==> config.mk <==
export PLATFORM = sky130hd
export DESIGN_NAME = vga_frame_writer
export DESIGN_NICKNAME = d
export VERILOG_FILES = /design/src/rtl/vga_frame_writer.sv
export SDC_FILE = /design/constraint.sdc
export NUM_CORES = 1
export LEC_CHECK = 0
export CAP_MARGIN = 10
export CORE_MARGIN = 1.5
export CORE_UTILIZATION = 54
export DETAILED_ROUTE_END_ITERATION = 7
export GPL_TIMING_DRIVEN = 0
export PLACE_DENSITY = 0.88
export SLEW_MARGIN = 15
export SYNTH_ARGS = -nofsm -noshare
export SYNTH_HDL_FRONTEND = slang
export SYNTH_SLANG_ARGS = --single-unit
==> constraint.sdc <==
create_clock -name clk -period 5.23 [get_ports clk]
set_input_delay 1.046 -clock clk [delete_from_list [all_inputs] [get_ports clk]]
set_output_delay 1.046 -clock clk [all_outputs]
set_load 0.1 [all_outputs]
==> src/rtl/vga_frame_writer.sv <==
// vga_frame_writer
// Avalon-MM write master that copies an 8-bit pixel stream into one SDRAM
// frame buffer, pixel n landing at byte address base+n. The buffer layout is
// the same one the VGA read path scans out.
module vga_frame_writer #(
    parameter int FRAME_PIXELS = 307200,
    parameter int IDX_W        = 20,
    parameter int DATA_W       = 8
) (
    input  logic              clk,
    input  logic              reset,
    input  logic [31:0]       frame_base_addr,
    input  logic              frame_go,
    input  logic              pix_valid,
    input  logic              pix_sof,
    input  logic [DATA_W-1:0] pix_data,
    output logic              pix_ready,
    output logic [31:0]       master_address,
    output logic              master_write,
    output logic              master_byteenable,
    output logic [DATA_W-1:0] master_writedata,
    input  logic              master_waitrequest,
    output logic              frame_busy,
    output logic              frame_done,
    output logic [15:0]       frame_count,
    output logic              sof_err
);

    typedef enum logic [1:0] {
        IDLE,
        ARM,
        WRITE,
        DONE
    } state_t;

    // idx runs 0..FRAME_PIXELS; the terminal value means "last pixel issued".
    localparam logic [IDX_W-1:0] FRAME_END = IDX_W'(FRAME_PIXELS);
    localparam logic [IDX_W-1:0] IDX_ONE   = IDX_W'(1);

    state_t            state;
    state_t            state_nxt;
    logic [IDX_W-1:0]  idx;
    logic [31:0]       base_q;

    logic              accept;     // slave takes the current request this cycle
    logic              slot;       // output register is free for a new request
    logic              transfer;   // stream handshake completes this cycle
    logic              load_pix;   // transfer that becomes a bus write
    logic              restart;    // sof arriving in the middle of a frame

    assign accept   = master_write & ~master_waitrequest;
    assign slot     = ~master_write | ~master_waitrequest;
    assign transfer = pix_valid & pix_ready;
    // In ARM only the sof pixel is written; earlier pixels are swallowed.
    assign load_pix = transfer & ((state == WRITE) | ((state == ARM) & pix_sof));
    assign restart  = transfer & pix_sof & (state == WRITE);

    assign master_byteenable = 1'b1;

    // State register.
    always_ff @(posedge clk or posedge reset) begin
        // NOTE: sequential state always uses non-blocking assignments so every
        // flop samples the pre-edge values regardless of statement order.
        if (reset) begin
            state <= IDLE;
        end else begin
            state <= state_nxt;
        end
    end

    // Next-state and combinational stream/status outputs.
    always_comb begin
        // NOTE: every output of this block gets a default first, so no path
        // through the case can leave one unassigned and infer a latch.
        state_nxt  = state;
        pix_ready  = 1'b0;
        frame_done = 1'b0;
        frame_busy = 1'b1;
        case (state)
            IDLE: begin
                frame_busy = 1'b0;
                if (frame_go) begin
                    state_nxt = ARM;
                end
            end
            ARM: begin
                pix_ready = 1'b1;
                if (pix_valid && pix_sof) begin
                    state_nxt = WRITE;
                end else if (!frame_go) begin
                    state_nxt = IDLE;
                end
            end
            WRITE: begin
                pix_ready = slot & (idx < FRAME_END);
                if (accept && (idx == FRAME_END)) begin
                    state_nxt = DONE;
                end
            end
            DONE: begin
                frame_done = 1'b1;
                state_nxt  = frame_go ? ARM : IDLE;
            end
            default: begin
                state_nxt = IDLE;
            end
        endcase
    end

    // Avalon request register: loads on a stream transfer, clears once accepted.
    always_ff @(posedge clk or posedge reset) begin
        // NOTE: reset is asynchronous, so a request held by waitrequest is
        // dropped on the spot rather than at the next edge.
        if (reset) begin
            master_write     <= 1'b0;
            master_address   <= 32'd0;
            master_writedata <= '0;
        end else if (load_pix) begin
            // A new request may replace one being accepted this same cycle,
            // which keeps master_write high at one pixel per clock.
            master_write     <= 1'b1;
            master_writedata <= pix_data;
            master_address   <= pix_sof ? frame_base_addr : (base_q + 32'(idx));
        end else if (accept) begin
            master_write     <= 1'b0;
        end
    end

    // Frame base and pixel index tracking.
    always_ff @(posedge clk or posedge reset) begin
        if (reset) begin
            base_q <= 32'd0;
            idx    <= '0;
        end else if (load_pix) begin
            if (pix_sof) begin
                base_q <= frame_base_addr;
                idx    <= IDX_ONE;
            end else begin
                idx    <= idx + IDX_ONE;
            end
        end else if (state == DONE) begin
            idx <= '0;
        end
    end

    // Completed-frame counter and sticky restart error.
    always_ff @(posedge clk or posedge reset) begin
        if (reset) begin
            frame_count <= 16'd0;
            sof_err     <= 1'b0;
        end else begin
            if (state == DONE) begin
                frame_count <= frame_count + 16'd1;
            end
            if (restart) begin
                sof_err <= 1'b1;
            end
        end
    end

endmodule

==> metrics.md <==
| Metric | Value |
|---|---|
| Row cnt | 39 |
| Library cells used by synthesis | 65 |
| Lkg Pwr | 3.59 nW |
| Port buffer count | 106 |
| Fmax | 235 MHz |
| GP Congestion | 0.983 |
| CORE AREA | 11,300 µm² |
| Synth cell count leaders | nand2_1, dfrtp_1, o21ai_0 |
| DRC violations left | 0 |
| Clk sinks | 112 |
| P per Cell Area | 581 nW/µm² |
| Average routed wire per standard cell | 16.6 µm |
| Hpwl dp | 11,800 µm |
| DIE AREA | 12,200 µm² |
| Largest net degree at the start of global routing | 59 |
| Outcome | finished, final reports clean |
| Cts repair resizes | 0 |
| Starting Density | 0.551 |
| CP arrival | 3.21 ns |
| Final #Nets | 912 |
| Fill cells | 890 |
| Reg clk slew, reported paths | 0.07 ns |
| Final Core Density | 0.692 |
| Yosys Warn Count | 0 |
| Htree depth | 3 |
| Seq/Total Area, Yosys | 0.449 |
| Die Y-Extent | 110 µm |
| Dominant cell type by area after synthesis | dfrtp_1 |
| Count leader, synth | nand2_1 |
| DRT Wirelength | 16,400 µm |
| Multi-input gate area | 3250 µm² |
| Routed Antenna Nets | 0 |
| Initial antenna violation count | 0 |
| Post-synthesis instance area | 6240 µm² |
| Min Tclk post-route | 4.26 ns |
| Flops & latches, synth | 112 |
| Syn_nets | 794 |
| Slew @ Worst Pin | 0.993 ns |
| Max-slew violation total from the final report | 0 |
| Critical Path Fanout Max | 2 |
| Syn Inst Count | 719 |
| I/O Pins | 108 |
| Fin crit share | 0.815 |
| Antenna Cells | 0 |
| Clock Tree Buf Depth | 2 |
| TritonCTS Buffers | 9 |
| Cts hold-fix bufs | 0 |
| Cell Count, Final, Fillers Out | 984 |
| Post-synth EDFFs | 0 |
| CP Launch Type | primary input |
| Ys flop type | dfrtp_1 |
| Layout cells sized above 1 | 0.0499 |
| Max VDD drop | 477 µV |
| Final setup fails | 0 |
| FF/Latch Area | 2800 µm² |
| DR vias | 5,766 |
| Crit Path Class | in2out |
| Post-CTS setup buffers | 0 |
| Ys async rst share | 1.00 |
| Hold Path Class | reg2reg |
| Crit. End Element | primary output |
| Layout Skew | 0.00853 ns |
| Share of the synthesized area in the top cell type | 0.449 |
| Vias per std cell | 5.86 |
| Die W | 110 µm |
| Synthesis-to-layout area growth | 25.6% |
| Slew margin rel. | 0.336 |
| Inst Count DP | 969 |
| Gr ovfl total | 0 |
| CTS tree | built |
| RSZ-0062 raised after global routing | no |
| Critical Path RT | 4.18 ns |
| Top post-synthesis cells by area | dfrtp_1, nand2_1, ha_1 |
| Total Routing Usage GR | 0.281 |
| Clk_lat worst skew | 0.36 ns |
| DRT iter0 DRCs | 484 |
| First-pass GRT wire length | 27,700 µm |
| Max-cap check violation count | 0 |
| Vias in the first global route | 5,661 |
| Endpoints failing hold | 0 |
| Syn avg cell area | 8.67 µm² |
| First-pass detailed-route iteration total | 5 |
| Root buf cell | clkbuf_16 |
==> registers in the layout (all words and copies together), names as in the netlist, named ones only <==
signal / count
frame_count: 16
idx: 20
sof_err: 1
state: 1
master_address: 32
master_write: 1
master_writedata: 8
base_q: 32
==> report_power, final <==
part	internal, mW	switching (mW)
Clock	0.443	0.313
Combinational	0.621	1.81
Sequential	1.14	0.220
Total	2.20	2.34
==> metal layers <==
| metal | up-vias | track usage | part of all wire |
|---|---|---|---|
| met2 | 254 | 0.433 | 0.46 |
| li1 | 2739 | - | - |
| met1 | 2738 | 0.382 | 0.44 |
| met3 | 35 | 0.0565 | 0.070 |
| met5 | - | 0 | 0 |
| met4 | 0 | 0.135 | 0.032 |
==> cell families after synthesis <==
kind of cell    synth area share
simple gates               0.233
xor+xnor                  0.0548
mux                      0.00822
compound gates             0.165
other cells             0.000601
buf+inv                   0.0291
flops                      0.449
fa+ha+maj                 0.0594
==> through the flow <==
stage / total power, mW / hold slack, ns / setup slack, ns / instance area, µm² / TNS, ns
floorplan: 3.17 / 0.450 / 1.23 / 6240 / 0
detailed placement: 3.78 / 0.465 / 0.978 / 7510 / 0
CTS: 4.55 / 0.479 / 0.973 / 7830 / 0
global route: 4.75 / 0.497 / 0.831 / 7830 / 0
global placement: 3.73 / 0.452 / -0.380 / 7480 / -41.99
finish: 4.55 / 0.471 / 0.969 / 7830 / 0
==> path summary, 6_finish.rpt <==
kind                                     from  slack (ns)  cells after the start                 end
min in group asynchronous               reset        1.11                      2  master_address[23]
setup reg to reg                       idx[0]        2.26                     10  master_address[22]
max in group asynchronous               reset        3.47                      3           base_q[1]
hold reg to reg                       sof_err        0.47                      1             sof_err
hold / removal                        sof_err        0.47                      1             sof_err
setup / recovery           master_waitrequest        0.97                      7           pix_ready
==> placed cells by master (no fill, tap or decap), types with 3 or more instances in the layout <==
master	count
nand2_1	183
dfrtp_1	112
clkdlybuf4s50_1	106
o21ai_0	58
nor2_1	43
a21oi_1	37
xnor2_1	31
ha_1	28
clkbuf_1	23
nand4_1	19
nand3_1	19
and3_1	17
inv_1	15
o21ai_1	11
clkbuf_16	9
xor2_1	8
and2_1	8
a31oi_1	8
o21a_1	7
o211ai_1	6
a21o_1	6
nor3_1	5
o31ai_1	5
mux2i_1	4
buf_2	4
nor4_1	3
a22o_1	3
o21bai_1	3
nor2_2	3
or3_1	3
==> final cells by class <==
cell class              count  share of cell area
multi-input cells         561               0.415
flip-flops and latches    112               0.358
repair buffers            107               0.139
clock buffers              12              0.0328
well taps                 143              0.0228
plain buffers              29              0.0150
inverters                  17             0.00879
clock inverters             3             0.00831
==> critical path: stages <==
cell,delay [ns]
clkdlybuf4s50_1,0.42
nand2_1,0.09
nand4b_1,0.10
a21oi_1,0.21
nor2_1,0.10
inv_1,0.08
clkdlybuf4s50_1,1.15
(Power assumes the default switching activity.)
